`src/rtl/sram_bus_arbiter.sv`:
```
// Shares one class-SRAM memory port between the fetch (inst) and MEM (data) masters.
// It issues one request at a time and routes responses in order through an owner FIFO.
module sram_bus_arbiter #(
    parameter  int MAX_OUT   = 2,
    parameter  int DATA_PRIO = 1,
    localparam int CNT_W     = $clog2(MAX_OUT + 1),
    localparam int PTR_W     = (MAX_OUT > 1) ? $clog2(MAX_OUT) : 1
) (
    input  logic             clk,
    input  logic             reset,

    input  logic             inst_req,
    input  logic             inst_wr,
    input  logic [1:0]       inst_size,
    input  logic [3:0]       inst_wstrb,
    input  logic [31:0]      inst_addr,
    input  logic [31:0]      inst_wdata,
    output logic             inst_addr_ok,
    output logic             inst_data_ok,
    output logic [31:0]      inst_rdata,

    input  logic             data_req,
    input  logic             data_wr,
    input  logic [1:0]       data_size,
    input  logic [3:0]       data_wstrb,
    input  logic [31:0]      data_addr,
    input  logic [31:0]      data_wdata,
    output logic             data_addr_ok,
    output logic             data_data_ok,
    output logic [31:0]      data_rdata,

    output logic             m_req,
    output logic             m_wr,
    output logic [1:0]       m_size,
    output logic [3:0]       m_wstrb,
    output logic [31:0]      m_addr,
    output logic [31:0]      m_wdata,
    input  logic             m_addr_ok,
    input  logic             m_data_ok,
    input  logic [31:0]      m_rdata,

    output logic [CNT_W-1:0] outstanding,
    output logic             stray_err
);

    typedef enum logic [1:0] {IDLE, GRANT_I, GRANT_D} state_t;

    state_t            state;
    logic              rr_last_data;
    logic [CNT_W-1:0]  count;
    logic [PTR_W-1:0]  head;
    logic [PTR_W-1:0]  tail;
    logic              owner [MAX_OUT];
    logic              stray_r;

    logic              full;
    logic              grant_vld;
    logic              grant_data;
    logic              sel_req;
    logic              accept;
    logic              pop;
    logic              head_owner;

    function automatic logic [PTR_W-1:0] next_ptr(input logic [PTR_W-1:0] p);
        return (p == PTR_W'(MAX_OUT - 1)) ? '0 : p + 1'b1;
    endfunction

    assign full = (count == CNT_W'(MAX_OUT));

    // Arbitration happens only in IDLE; a pending grant stays locked to its master.
    always_comb begin
        grant_vld  = 1'b0;
        grant_data = 1'b0;
        if (!reset) begin
            case (state)
                GRANT_I: begin
                    grant_vld  = 1'b1;
                    grant_data = 1'b0;
                end
                GRANT_D: begin
                    grant_vld  = 1'b1;
                    grant_data = 1'b1;
                end
                default: begin
                    if (!full) begin
                        if (inst_req && data_req) begin
                            grant_vld  = 1'b1;
                            grant_data = (DATA_PRIO != 0) ? 1'b1 : !rr_last_data;
                        end else if (data_req) begin
                            grant_vld  = 1'b1;
                            grant_data = 1'b1;
                        end else if (inst_req) begin
                            grant_vld  = 1'b1;
                            grant_data = 1'b0;
                        end
                    end
                end
            endcase
        end
    end

    assign sel_req = grant_data ? data_req : inst_req;
    assign m_req   = grant_vld & sel_req;
    assign m_wr    = grant_vld ? (grant_data ? data_wr    : inst_wr)    : 1'b0;
    assign m_size  = grant_vld ? (grant_data ? data_size  : inst_size)  : 2'b0;
    assign m_wstrb = grant_vld ? (grant_data ? data_wstrb : inst_wstrb) : 4'b0;
    assign m_addr  = grant_vld ? (grant_data ? data_addr  : inst_addr)  : 32'b0;
    assign m_wdata = grant_vld ? (grant_data ? data_wdata : inst_wdata) : 32'b0;

    assign accept       = m_req & m_addr_ok;
    assign inst_addr_ok = accept & !grant_data;
    assign data_addr_ok = accept &  grant_data;

    // Responses with nothing outstanding are strays and never reach a master.
    assign pop          = m_data_ok & (count != '0);
    assign head_owner   = owner[head];
    assign inst_data_ok = pop & !head_owner;
    assign data_data_ok = pop &  head_owner;
    assign inst_rdata   = m_rdata;
    assign data_rdata   = m_rdata;

    assign outstanding  = count;
    assign stray_err    = stray_r;

    always_ff @(posedge clk or posedge reset) begin
        if (reset) begin
            state        <= IDLE;
            rr_last_data <= 1'b0;
        end else if (accept) begin
            state        <= IDLE;
            rr_last_data <= grant_data;
        end else if (m_req) begin
            state        <= grant_data ? GRANT_D : GRANT_I;
        end else begin
            state        <= IDLE;
        end
    end

    always_ff @(posedge clk or posedge reset) begin
        if (reset) begin
            count   <= '0;
            head    <= '0;
            tail    <= '0;
            stray_r <= 1'b0;
        end else begin
            if (accept) begin
                tail <= next_ptr(tail);
            end
            if (pop) begin
                head <= next_ptr(head);
            end
            case ({accept, pop})
                2'b10:   count <= count + 1'b1;
                2'b01:   count <= count - 1'b1;
                default: count <= count;
            endcase
            if (m_data_ok && (count == '0)) begin
                stray_r <= 1'b1;
            end
        end
    end

    // Owner bits are payload only; validity is tracked by count/head/tail.
    always_ff @(posedge clk) begin
        if (accept) begin
            owner[tail] <= grant_data;
        end
    end

endmodule

```
`config.mk`:
```
export PLATFORM = sky130hd
export DESIGN_NAME = sram_bus_arbiter
export DESIGN_NICKNAME = d
export VERILOG_FILES = /design/src/rtl/sram_bus_arbiter.sv
export SDC_FILE = /design/constraint.sdc
export NUM_CORES = 1
export LEC_CHECK = 0
export CELL_PAD_IN_SITES_DETAIL_PLACEMENT = 1
export CELL_PAD_IN_SITES_GLOBAL_PLACEMENT = 1
export CORE_MARGIN = 2
export CORE_UTILIZATION = 13
export CTS_BUF_LIST = sky130_fd_sc_hd__clkbuf_4 sky130_fd_sc_hd__clkbuf_8
export DETAILED_ROUTE_END_ITERATION = 16
export GPL_TIMING_DRIVEN = 0
export PLACE_DENSITY_LB_ADDON = 0.1
export SKIP_CTS_REPAIR_TIMING = 1
export SYNTH_ARGS = -nofsm -noshare
export SYNTH_HDL_FRONTEND = slang
export SYNTH_SLANG_ARGS = --single-unit
```
`constraint.sdc`:
```
create_clock -name clk -period 2.26 [get_ports clk]
set_input_delay 0.452 -clock clk [delete_from_list [all_inputs] [get_ports clk]]
set_output_delay 0.452 -clock clk [all_outputs]
set_load 0.03 [all_outputs]
```
==> out/results.ini <==
[sta]
skew_ns=0.00627
fin_crit_sh_pct=107
min_period_ns=2.42
setup_viol=72
hold_viol=0
relSlewSlack_pct=64.6
rsz0062_at_grt=yes
holdWs_ns=0.399
max_freq_mhz=413
slew_violations=0
setup_slack_ns=-0.159
max_slew.worst_pin.slew_ns=0.526

[clock_network]
cts_inserted_buffers=3
path_clk_slew_ns=0.05
clockBufferDepth=2
clkSinkCount=9
cts_tree=built
cts_root_buf=clkbuf_8
clk_latency_ns=0.24
h-tree-depth=1

[status]
violations=setup timing
run_status=finished, violations left

[route]
firstDrtPassIters=3
via_count=3506
ant_nets=0
via_per_inst=4.00
drc_errors=0
dr.first_iter.drc_count=34
routed_wl_um=13800
routedWlPerCell_um=15.7

[die]
start_util_pct=13.1
die_h_um=130
dieArea_um2=16900
core_area_um2=15700
io_pins=323
die_w_um=130
rows=46

[cells_and_area]
syn_to_final_growth_pct=223
layout.nets=844
n_fill_cell=1827
layout_common_cells=211 x clkdlybuf4s50_1, 83 x nand2_1, 79 x buf_4, 74 x buf_6, 60 x a21oi_2
diodes=0
fin_area_um2=6670
drive_above_1_share_pct=49.5
layout_commonest_cell=clkdlybuf4s50_1

[job]
drv_cap=0

[yosys]
yosys.area_share.simple_pct=32.1
yosys_warnings=0
avgSynthCellArea_um2=5.95
postSynthCellCount=347
synth_seq_cells=9
synth_top_family_by_area=buffers and inverters
synth_nets=529
synth_cell_types=30
ys_seq_area_share_pct=11.4
syn-cell-area_um2=2060
synth-compound-area-share_pct=20.4
synth_xor_area_share_pct=2.12
synth.area.mux_share_pct=0.485
synth_fa_ha_area_share_pct=1.21

[pwr]
internal-power_mw=2.29
net-switching-power_mw=2.31
swShare_pct=50.2
clockPowerShare_pct=4.5
seqPwrFrac_pct=5.9
power_frac_comb_pct=89.6
p_leak_nw=2.87
ir_drop_mv=0.230
power_density_nw_per_um2=690

[critical_path]
crit_type=flop to primary output
rr_worst_depth=8
cp_max_fo=5
startpoint_type=flop
endpoint_kind=primary output
arrival_ns=1.97
worstPathRequired_ns=1.81

[grt]
grt_remaining_overflow=0
antenna_found_initial=0
grt_first_pass_wirelength_um=17700
track_usage_pct=13.2
grt_max_degree=11
grt_pass1_vias=3442

[placed_design]
postPlaceCellArea_um2=5490
dpl.hpwl_um=10600
dp_slack_ns=-1.12
numPortBuffers=290
gp_congestion=0.758

[worst_hold_path]
holdCritPathClass=input pin to async pin

## flip-flops by register name, summed over array words and instances (netlist names)
signal	cells
outstanding	2
head	1
owner	2
stray_err	1
tail	1
state	2
## cell families after synthesis
| logic type | Yosys count |
|---|---|
| muxes | 1 |
| xor gates and xnor gates | 5 |
| adders and majority gates | 2 |
| and+or+nand+nor | 162 |
| DFF | 9 |
| buffers and inverters | 89 |
| AOI/OAI and AO/OA | 79 |
## path summary, 6_finish.rpt
path,startpoint,end,slack (ns)
max in group asynchronous,reset,stray_err$_DFFE_PP0P_,1.74
worst max register to register,state[1]$_DFF_PP0_,outstanding[1]$_DFFE_PP0P_,0.07
worst max-delay path,state[1]$_DFF_PP0_,m_wdata[2],-0.16
worst min register to register,stray_err$_DFFE_PP0P_,stray_err$_DFFE_PP0P_,0.46
worst min-delay path,reset,state[0]$_DFF_PP0_,0.40
min in group clk,stray_err$_DFFE_PP0P_,stray_err$_DFFE_PP0P_,0.46
## routing by layer
| layer | track usage [%] | vias up | part of all wire (%) |
|---|---|---|---|
| li1 | - | 1679 | - |
| met1 | 13.7 | 1632 | 33 |
| met2 | 25.3 | 184 | 54 |
| met3 | 5.37 | 11 | 12 |
| met4 | 2.15 | 0 | 1.1 |
| met5 | 0 | - | 0 |
## cells in the mapped netlist
cell type,number,area share (%)
xor2_1,1,0.42
nor4b_2,1,0.73
nand3_1,1,0.24
nand2_1,144,26
nand2_2,1,0.30
nor2b_1,1,0.30
a21oi_1,73,18
buf_1,1,0.18
nor3_1,2,0.49
o21ai_4,1,0.79
a21o_1,1,0.36
buf_6,7,3.8
ha_1,2,1.2
nor2_1,6,1.1
inv_1,3,0.55
dfrtp_1,7,8.5
nand2b_2,1,0.42
buf_4,72,26
nand4bb_1,1,0.55
buf_2,6,1.5
nor2_4,1,0.55
and3_1,2,0.61
o21ai_1,1,0.24
mux2i_1,1,0.49
a2111oi_2,1,0.73
xnor2_1,4,1.7
nor2b_4,1,0.67
edfxtp_1,2,2.9
o21a_1,1,0.36
o21ai_0,1,0.24
## power by group through the flow
stage	clock [mW]	sequential (mW)	combinational, mW
2_1_floorplan	0	0.298	1.86
3_3_place_gp	0	0.270	3.10
3_5_place_dp	0	0.276	3.14
4_1_cts	0.205	0.274	3.15
5_1_grt	0.215	0.285	4.38
6_report	0.205	0.273	4.12
## critical path, stage by stage (launching register included)
cell       delay (ns)
dfrtp_1          0.40
ha_4             0.31
nand2b_4         0.15
o21a_4           0.17
clkbuf_16        0.17
buf_12           0.13
nand2_4          0.05
a21oi_4          0.17
buf_6            0.15
## through the flow
stage	power (mW)	TNS, ns	cells	util (%)
after floorplan	2.16	-0.0608	347	-
after global placement	3.37	-69.60	853	35.0
after detailed placement	3.41	-72.04	853	35.0
after CTS	3.63	-73.41	857	35.3
after global routing	4.88	-14.46	877	42.4
final	4.60	-9.08	877	42.4
## area by class of cell
class	count	area (um^2)	share of cell area (%)
Buffer	86	788	11.8
Clock buffer	4	48.8	0.732
Sequential cell	9	235	3.53
Inverter	3	15.0	0.225
Timing Repair Buffer	310	3310	49.7
Multi-Input combinational cell	249	2000	29.9
Tap cell	216	270	4.05
Note: power is estimated with default switching activity, not from simulation.
